`config.mk`:
```
export PLATFORM = sky130hd
export DESIGN_NAME = fir_seq_ctrl
export DESIGN_NICKNAME = d
export VERILOG_FILES = /design/src/rtl/fir_ctrl_pkg.sv /design/src/rtl/fir_seq_ctrl.sv
export SDC_FILE = /design/constraint.sdc
export NUM_CORES = 1
export LEC_CHECK = 0
export ABC_CLOCK_PERIOD_IN_PS = 3300
export CORE_ASPECT_RATIO = 0.8
export CORE_MARGIN = 5
export CORE_UTILIZATION = 48
export DETAILED_ROUTE_END_ITERATION = 7
export GPL_ROUTABILITY_DRIVEN = 0
export PLACE_DENSITY = 0.85
export SKIP_CTS_REPAIR_TIMING = 1
export SYNTH_ARGS = -nofsm -noshare
export SYNTH_HDL_FRONTEND = slang
export SYNTH_SLANG_ARGS = --single-unit
export TNS_END_PERCENT = 50
```
`constraint.sdc`:
```
create_clock -name i_clk -period 3.3 [get_ports i_clk]
set_input_delay 0.66 -clock i_clk [delete_from_list [all_inputs] [get_ports i_clk]]
set_output_delay 0.66 -clock i_clk [all_outputs]
set_load 0.005 [all_outputs]
```
`src/rtl/fir_ctrl_pkg.sv`:
```
// Shared types and default sizing for the FIR sequencing controller.
// Latency: n/a (declarations only).
// Backpressure: n/a.
package fir_ctrl_pkg;

    typedef enum logic [1:0] {
        IDLE = 2'd0,
        LOAD = 2'd1,
        RUN  = 2'd2,
        DONE = 2'd3
    } state_t;

    localparam int DEF_NTAPS  = 16;
    localparam int DEF_TW     = 16;
    localparam int DEF_CE_GAP = 16;

endpackage

```
`src/rtl/fir_seq_ctrl.sv`:
```
// Sequencer: loads NTAPS coefficients into the FIR, then feeds samples with one CE each.
// Latency: coef/sample handshake in cycle N -> o_tap_wr / o_ce (+data) in cycle N+1.
// Backpressure: o_coef_ready/o_sample_ready are Moore; sample ready drops for CE_GAP-1 cycles after each accept.
//
// Ports:
//   i_clk, i_reset (async, active low)
//   i_start (active low), i_abort (active high), i_nsamples (0 = run until abort)
//   i_coef_valid/i_coef/o_coef_ready     : host coefficient stream, tap 0 first
//   i_sample_valid/i_sample/o_sample_ready : sample stream
//   o_tap_wr/o_tap                        : FIR tap-write port
//   o_ce/o_sample                         : FIR clock enable with aligned sample
//   o_loaded, o_busy, o_done, o_sample_cnt : status
module fir_seq_ctrl
    import fir_ctrl_pkg::*;
#(
    parameter int NTAPS  = DEF_NTAPS,
    parameter int TW     = DEF_TW,
    parameter int CE_GAP = DEF_CE_GAP
) (
    input  logic          i_clk,
    input  logic          i_reset,
    input  logic          i_start,
    input  logic          i_abort,
    input  logic [15:0]   i_nsamples,
    input  logic          i_coef_valid,
    input  logic [TW-1:0] i_coef,
    output logic          o_coef_ready,
    input  logic          i_sample_valid,
    input  logic [TW-1:0] i_sample,
    output logic          o_sample_ready,
    output logic [TW-1:0] o_sample,
    output logic          o_tap_wr,
    output logic [TW-1:0] o_tap,
    output logic          o_ce,
    output logic          o_loaded,
    output logic          o_busy,
    output logic          o_done,
    output logic [15:0]   o_sample_cnt
);

    localparam int TIW = $clog2(NTAPS + 1);
    localparam int GW  = (CE_GAP > 1) ? $clog2(CE_GAP) : 1;

    localparam logic [TIW-1:0] TAP_LAST   = TIW'(NTAPS - 1);
    localparam logic [GW-1:0]  GAP_RELOAD = GW'(CE_GAP - 1);

    state_t          state_q,   state_d;
    logic [TIW-1:0]  tap_idx_q, tap_idx_d;
    logic [GW-1:0]   gap_q,     gap_d;
    logic [15:0]     cnt_q,     cnt_d;
    logic [15:0]     nsamp_q,   nsamp_d;
    logic            loaded_q,  loaded_d;
    logic            tap_wr_q,  tap_wr_d;
    logic [TW-1:0]   tap_q,     tap_d;
    logic            ce_q,      ce_d;
    logic [TW-1:0]   sample_q,  sample_d;
    logic            done_q,    done_d;

    logic            coef_hs;
    logic            smp_hs;
    logic [15:0]     cnt_inc;

    // Ready flags depend only on registered state so the host never sees a
    // combinational path from its own valid.
    assign o_coef_ready   = (state_q == LOAD);
    assign o_sample_ready = (state_q == RUN) && (gap_q == '0);
    assign o_busy         = (state_q != IDLE);

    assign coef_hs = o_coef_ready && i_coef_valid;
    assign smp_hs  = o_sample_ready && i_sample_valid;
    assign cnt_inc = cnt_q + 16'd1;

    always_comb begin
        state_d   = state_q;
        tap_idx_d = tap_idx_q;
        // Gap counter free-runs down to zero in every state.
        gap_d     = (gap_q != '0) ? gap_q - GW'(1) : '0;
        cnt_d     = cnt_q;
        nsamp_d   = nsamp_q;
        loaded_d  = loaded_q;
        tap_wr_d  = 1'b0;
        tap_d     = tap_q;
        ce_d      = 1'b0;
        sample_d  = sample_q;
        done_d    = 1'b0;

        if (i_abort) begin
            // Abort wins over start and over any handshake this cycle:
            // nothing new is written or enabled.
            state_d = IDLE;
        end else begin
            unique case (state_q)
                IDLE: begin
                    if (!i_start) begin
                        state_d   = LOAD;
                        nsamp_d   = i_nsamples;
                        tap_idx_d = '0;
                        loaded_d  = 1'b0;
                        cnt_d     = '0;
                        gap_d     = '0;
                    end
                end
                LOAD: begin
                    if (coef_hs) begin
                        tap_wr_d  = 1'b1;
                        tap_d     = i_coef;
                        tap_idx_d = tap_idx_q + TIW'(1);
                        if (tap_idx_q == TAP_LAST) begin
                            state_d  = RUN;
                            loaded_d = 1'b1;
                        end
                    end
                end
                RUN: begin
                    if (smp_hs) begin
                        sample_d = i_sample;
                        ce_d     = 1'b1;
                        gap_d    = GAP_RELOAD;
                        cnt_d    = cnt_inc;
                        // nsamples == 0 means free-run; the count just wraps.
                        if ((nsamp_q != 16'd0) && (cnt_inc == nsamp_q)) begin
                            state_d = DONE;
                            done_d  = 1'b1;
                        end
                    end
                end
                DONE: begin
                    state_d = IDLE;
                end
                default: begin
                    state_d = IDLE;
                end
            endcase
        end
    end

    always_ff @(posedge i_clk or negedge i_reset) begin
        if (!i_reset) begin
            state_q   <= IDLE;
            tap_idx_q <= '0;
            gap_q     <= '0;
            cnt_q     <= '0;
            nsamp_q   <= '0;
            loaded_q  <= 1'b0;
            tap_wr_q  <= 1'b0;
            tap_q     <= '0;
            ce_q      <= 1'b0;
            sample_q  <= '0;
            done_q    <= 1'b0;
        end else begin
            state_q   <= state_d;
            tap_idx_q <= tap_idx_d;
            gap_q     <= gap_d;
            cnt_q     <= cnt_d;
            nsamp_q   <= nsamp_d;
            loaded_q  <= loaded_d;
            tap_wr_q  <= tap_wr_d;
            tap_q     <= tap_d;
            ce_q      <= ce_d;
            sample_q  <= sample_d;
            done_q    <= done_d;
        end
    end

    assign o_tap_wr     = tap_wr_q;
    assign o_tap        = tap_q;
    assign o_ce         = ce_q;
    assign o_sample     = sample_q;
    assign o_loaded     = loaded_q;
    assign o_done       = done_q;
    assign o_sample_cnt = cnt_q;

endmodule

```
======== After elaboration in Yosys (flattened, before gate mapping) ========
Index checks and enable logic that the tools add are counted.
storage, ports and cells
  register bits after elaboration ......... 79
  input bits .............................. 54
cells by class
  add/subtract/negate cells ............... 3
  muxes and demuxes ....................... 32
  bitwise gates (word level) .............. 2
  equality and inequality tests ........... 14
  reductions and logical operators ........ 18
operators with widths
  operator                                                number
  two-way mux 16 bit                                      2
  case mux 16 bit (2 select lines)                        1
  adder 16 x 1 -> 16 bit (second input constant)          1
  == test 16 bit                                          1
  two-way mux 4 bit                                       4
  nonzero test 16 bit                                     1
  two-way mux 1 bit                                       13
  two-way mux 2 bit                                       6
  two-way mux 5 bit                                       2
  case mux 5 bit (2 select lines)                         1
  AND reduction 5 bit                                     2
  inequality test 3 x 2 -> 1 bit (second input constant)  3
  AND reduction 3 bit                                     3
  case mux 2 bit (4 select lines)                         1
  case mux 4 bit (2 select lines)                         1
  AND reduction 4 bit                                     2
  inequality test 3 bit (second input constant)           2
  nonzero test 2 bit                                      3
  adder 5 x 1 -> 5 bit (second input constant)            1
  == test 5 x 4 -> 1 bit (second input constant)          1
  == test 2 bit (second input constant)                   2
  logical AND 1 bit                                       4
  zero test 4 bit                                         1
  inequality test 2 x 1 -> 1 bit (second input constant)  2
  other kinds (7)                                         9

======== Depth between registers and ports, before layout ========
  word-level depth ........................ 7
  mapped depth ............................ 10
  depth with buffers taken out ............ 9

======== Least setup slack after synthesis ========
Ideal clock, no wire load.
  kind .................................... register -> register
  start point ............................. reg cnt_q[0], in the netlist o_sample_cnt[0]
  end point ............................... reg state_q[0]
  setup slack ............................. 0.577 ns
  library setup time ...................... 0.128 ns
  arrival time ............................ 2.596 ns
  period minus slack after synthesis ...... 2.723 ns
  cell stages (with the launch flop) ...... 11
  path buffers ............................ 2
  data required time ...................... 3.172 ns
  cells stage by stage .................... dfrtp_1 -> ha_1 -> buf_6 -> nand4_4 -> or3_1 -> buf_2 -> or4b_4 -> o32ai_4 -> o211ai_2 -> o22ai_2 -> mux2_1
between the ends
  cells in the longest elaborated chain, start to end .. 5
RTL lines
  what                                      line                 text
  start: declaration                        fir_seq_ctrl.sv:50   logic [15:0] cnt_q, cnt_d;
  start signal: assignment                  fir_seq_ctrl.sv:154  cnt_q <= cnt_d;
  adder 16 x 1 -> 16 bit                    fir_seq_ctrl.sv:71   assign cnt_inc = cnt_q + 16'd1;
  == test 16 bit                            fir_seq_ctrl.sv:121  if ((nsamp_q != 16'd0) && (cnt_inc == nsamp_q)) begin
  logical AND 1 bit                         fir_seq_ctrl.sv:121
  inequality test 3 x 2 -> 1 bit (no line)  n/a
  AND reduction 5 bit (no line)             n/a
  end signal: assignment                    fir_seq_ctrl.sv:151  state_q <= state_d;
  end: declaration                          fir_seq_ctrl.sv:47   state_t state_q, state_d;
No other way between the ends.
A chain may end at the register's enable or synchronous reset.

======== Worst setup path in the final report ========
Ends and elaborated chain as after synthesis.

==> impl_metrics.env <==
export IMPL_layout_area_seq_sq_um=1977
export IMPL_multi_input_area_sq_um=1842
export IMPL_wl_per_cell_um=16.25
export IMPL_min_period_ns=3.022
export IMPL_maxCapViolCount=0
export IMPL_numCtsBuffers=9
export IMPL_antenna_cells=0
export IMPL_ant_nets=0
export IMPL_crit_type="flop to flop"
export IMPL_yosys_warnings=0
export IMPL_die_w_um=111.3
export IMPL_worst_slew_pin_slew_ns=0.9692
export IMPL_synth_seq_area_share=0.5019
export IMPL_synth_seq_cells=79
export IMPL_antenna_found_initial=0
export IMPL_rsz0062_at_grt="no"
export IMPL_clk_path_buf_depth=2
export IMPL_skew_ns=0.01165
export IMPL_slew_headroom=0.3539
export IMPL_routed_via_density=5.530
export IMPL_boundaryPins=109
export IMPL_initialDrtViolationCount=152
export IMPL_std_cell_rows=29
export IMPL_die_h_um=91.02
export IMPL_hpwl_mm=7.315
export IMPL_whs_ns=0.4495
export IMPL_tns_ns=0
export IMPL_status="completed"
export IMPL_yosys_area_top_type="dfrtp_1"
export IMPL_initial_utilization=0.4934
export IMPL_fin_crit_sh=0.9157
export IMPL_drc=0
export IMPL_netlist_area_sq_um=3939
export IMPL_clock_latency_ns=0.36
export IMPL_synth_edf_count=0
export IMPL_grt_pass1_wl_mm=16.81
export IMPL_path_clk_slew_ns=0.09
export IMPL_area_delta_synth_final_pct=35.13
export IMPL_clock_sinks=79
export IMPL_grt_pass1_vias=3467
export IMPL_drive_gt1_frac=0.1365
export IMPL_worst_hold_path_type="input port to async pin"
export IMPL_synth_async_reset_ratio=1.000
export IMPL_cp_arrival_ns=3.27
export IMPL_critPathCaptureType="flop"
export IMPL_core_area_sq_um=7983
export IMPL_synth_area_leaders="dfrtp_1 50%, mux2_2 8.9%, nand2_1 7.3%"
export IMPL_dieArea_sq_um=10130
export IMPL_vias=3351
export IMPL_nets=553
export IMPL_p_per_area_nw_per_um2=695.5
export IMPL_wl_mm=9.845
export IMPL_finalHoldViolations=0
export IMPL_worst_ep_required_time_ns=3.54
export IMPL_h_tree_depth=3
export IMPL_layout_common_cells="107 x clkdlybuf4s50_1, 79 x dfrtp_1, 77 x nand2_1"
export IMPL_synth_flop_cell="dfrtp_1"
export IMPL_syn_nets=445
export IMPL_dp_cells=590
export IMPL_grt_max_degree=80
export IMPL_slew_violations=0
export IMPL_ys_types=52
export IMPL_synth_top_area_share=0.5019
export IMPL_startpoint_type="flop"
export IMPL_ir_worst_vdd_uv=391.7
export IMPL_nFillCells=634
export IMPL_fin_cells=606
export IMPL_first_pass_iters=4
export IMPL_leakage_nw=2.273
export IMPL_postSynthAreaPerCell_sq_um=10.23
export IMPL_mostFrequentLayoutCell="clkdlybuf4s50_1"
export IMPL_grt_use_total=0.2019
export IMPL_gr_total_overflow=0
export IMPL_tritoncts="yes"
export IMPL_max_freq_ghz=0.3309
export IMPL_root_buffer="clkbuf_8"
export IMPL_finalSetupViolCount=0
export IMPL_synthCells=385
export IMPL_numPortBuffers=108
export IMPL_crit_fanout=8
worst max-delay path: stages (launching register included):
cell      delay [ns]
dfrtp_1         0.49
ha_1            0.41
nand4_4         0.14
or3_1           0.52
or4b_4          0.54
o32ai_4         0.15
o211ai_2        0.13
o22ai_2         0.19
mux2_1          0.33
metrics by stage:
| step | power [mW] | instance area (sq um) | setup slack [ns] | util |
|---|---|---|---|---|
| 6_report | 3.702 | 5323 | 0.2783 | 0.6668 |
| 5_1_grt | 3.967 | 5323 | 0.1291 | 0.6668 |
| 4_1_cts | 3.737 | 5323 | 0.2759 | 0.6668 |
| 3_5_place_dp | 2.958 | 5111 | 0.2977 | 0.6403 |
| 3_3_place_gp | 2.906 | 5111 | 0.4432 | 0.6403 |
| 2_1_floorplan | 2.244 | 3939 | 0.5767 | - |
synthesized netlist by cell type (7+ instances only):
master,instances
xor2_1,9
dfrtp_1,79
clkbuf_1,8
nand3_1,8
o31ai_1,12
o21ai_0,23
nor3_1,7
inv_1,7
xnor2_1,12
nand2_1,77
mux2_2,31
nor2_1,18
nor4_1,10
cell type report:
type | instances | share of cell area
sequential | 79 | 0.3714
multi-input combinational | 280 | 0.3460
timing repair buffer | 114 | 0.2111
clock buffer | 10 | 0.02586
tap | 108 | 0.02539
clock inverter | 6 | 0.01387
inverter | 9 | 0.006347
per-layer routing:
metal | wire length, um | track usage | up-vias | share of wire
met3 | 1064 | 0.08970 | 14 | 0.11
met2 | 4562 | 0.3183 | 155 | 0.46
met1 | 4100 | 0.2531 | 1609 | 0.42
met4 | 119 | 0.05978 | 0 | 0.012
met5 | 0 | 0 | - | 0
li1 | - | - | 1573 | -
power breakdown:
part           internal, mW  switching (mW)  total [mW]
combinational         0.801           0.631        1.43
clock                 0.382           0.377       0.760
sequential             1.27           0.244        1.51
cells by family after synthesis:
group,Yosys count,share of synthesized area
flip-flops,79,0.5019
buffers and inverters,26,0.03176
AO/OA/AOI/OAI,60,0.1067
XOR/XNOR,21,0.04670
adder cells (fa/ha/maj),6,0.01906
multiplexers,34,0.09657
AND/OR/NAND/NOR,159,0.1973
final timing paths:
kind,startpoint,endpoint,slack (ns),depth (start not counted)
worst max-delay path,o_sample_cnt[0],state_q[0],0.28,8
worst min-delay path,i_reset,o_sample_cnt[4],0.45,1
worst max register to register,o_sample_cnt[0],state_q[0],0.28,8
worst min register to register,o_tap[2],o_tap[2],0.48,2
max in group asynchronous,i_reset,nsamp_q[12],2.21,1
min in group i_clk,o_tap[2],o_tap[2],0.48,2
sequential cells by signal, indices dropped and copies added, names as in the netlist:
name and cells:
o_ce 1, gap_q 4, o_tap 16, nsamp_q 16, o_done 1, tap_idx_q 5
o_loaded 1, o_tap_wr 1, o_sample_cnt 16, o_sample 16, state_q 2
Power figures use the tool's default switching activity.
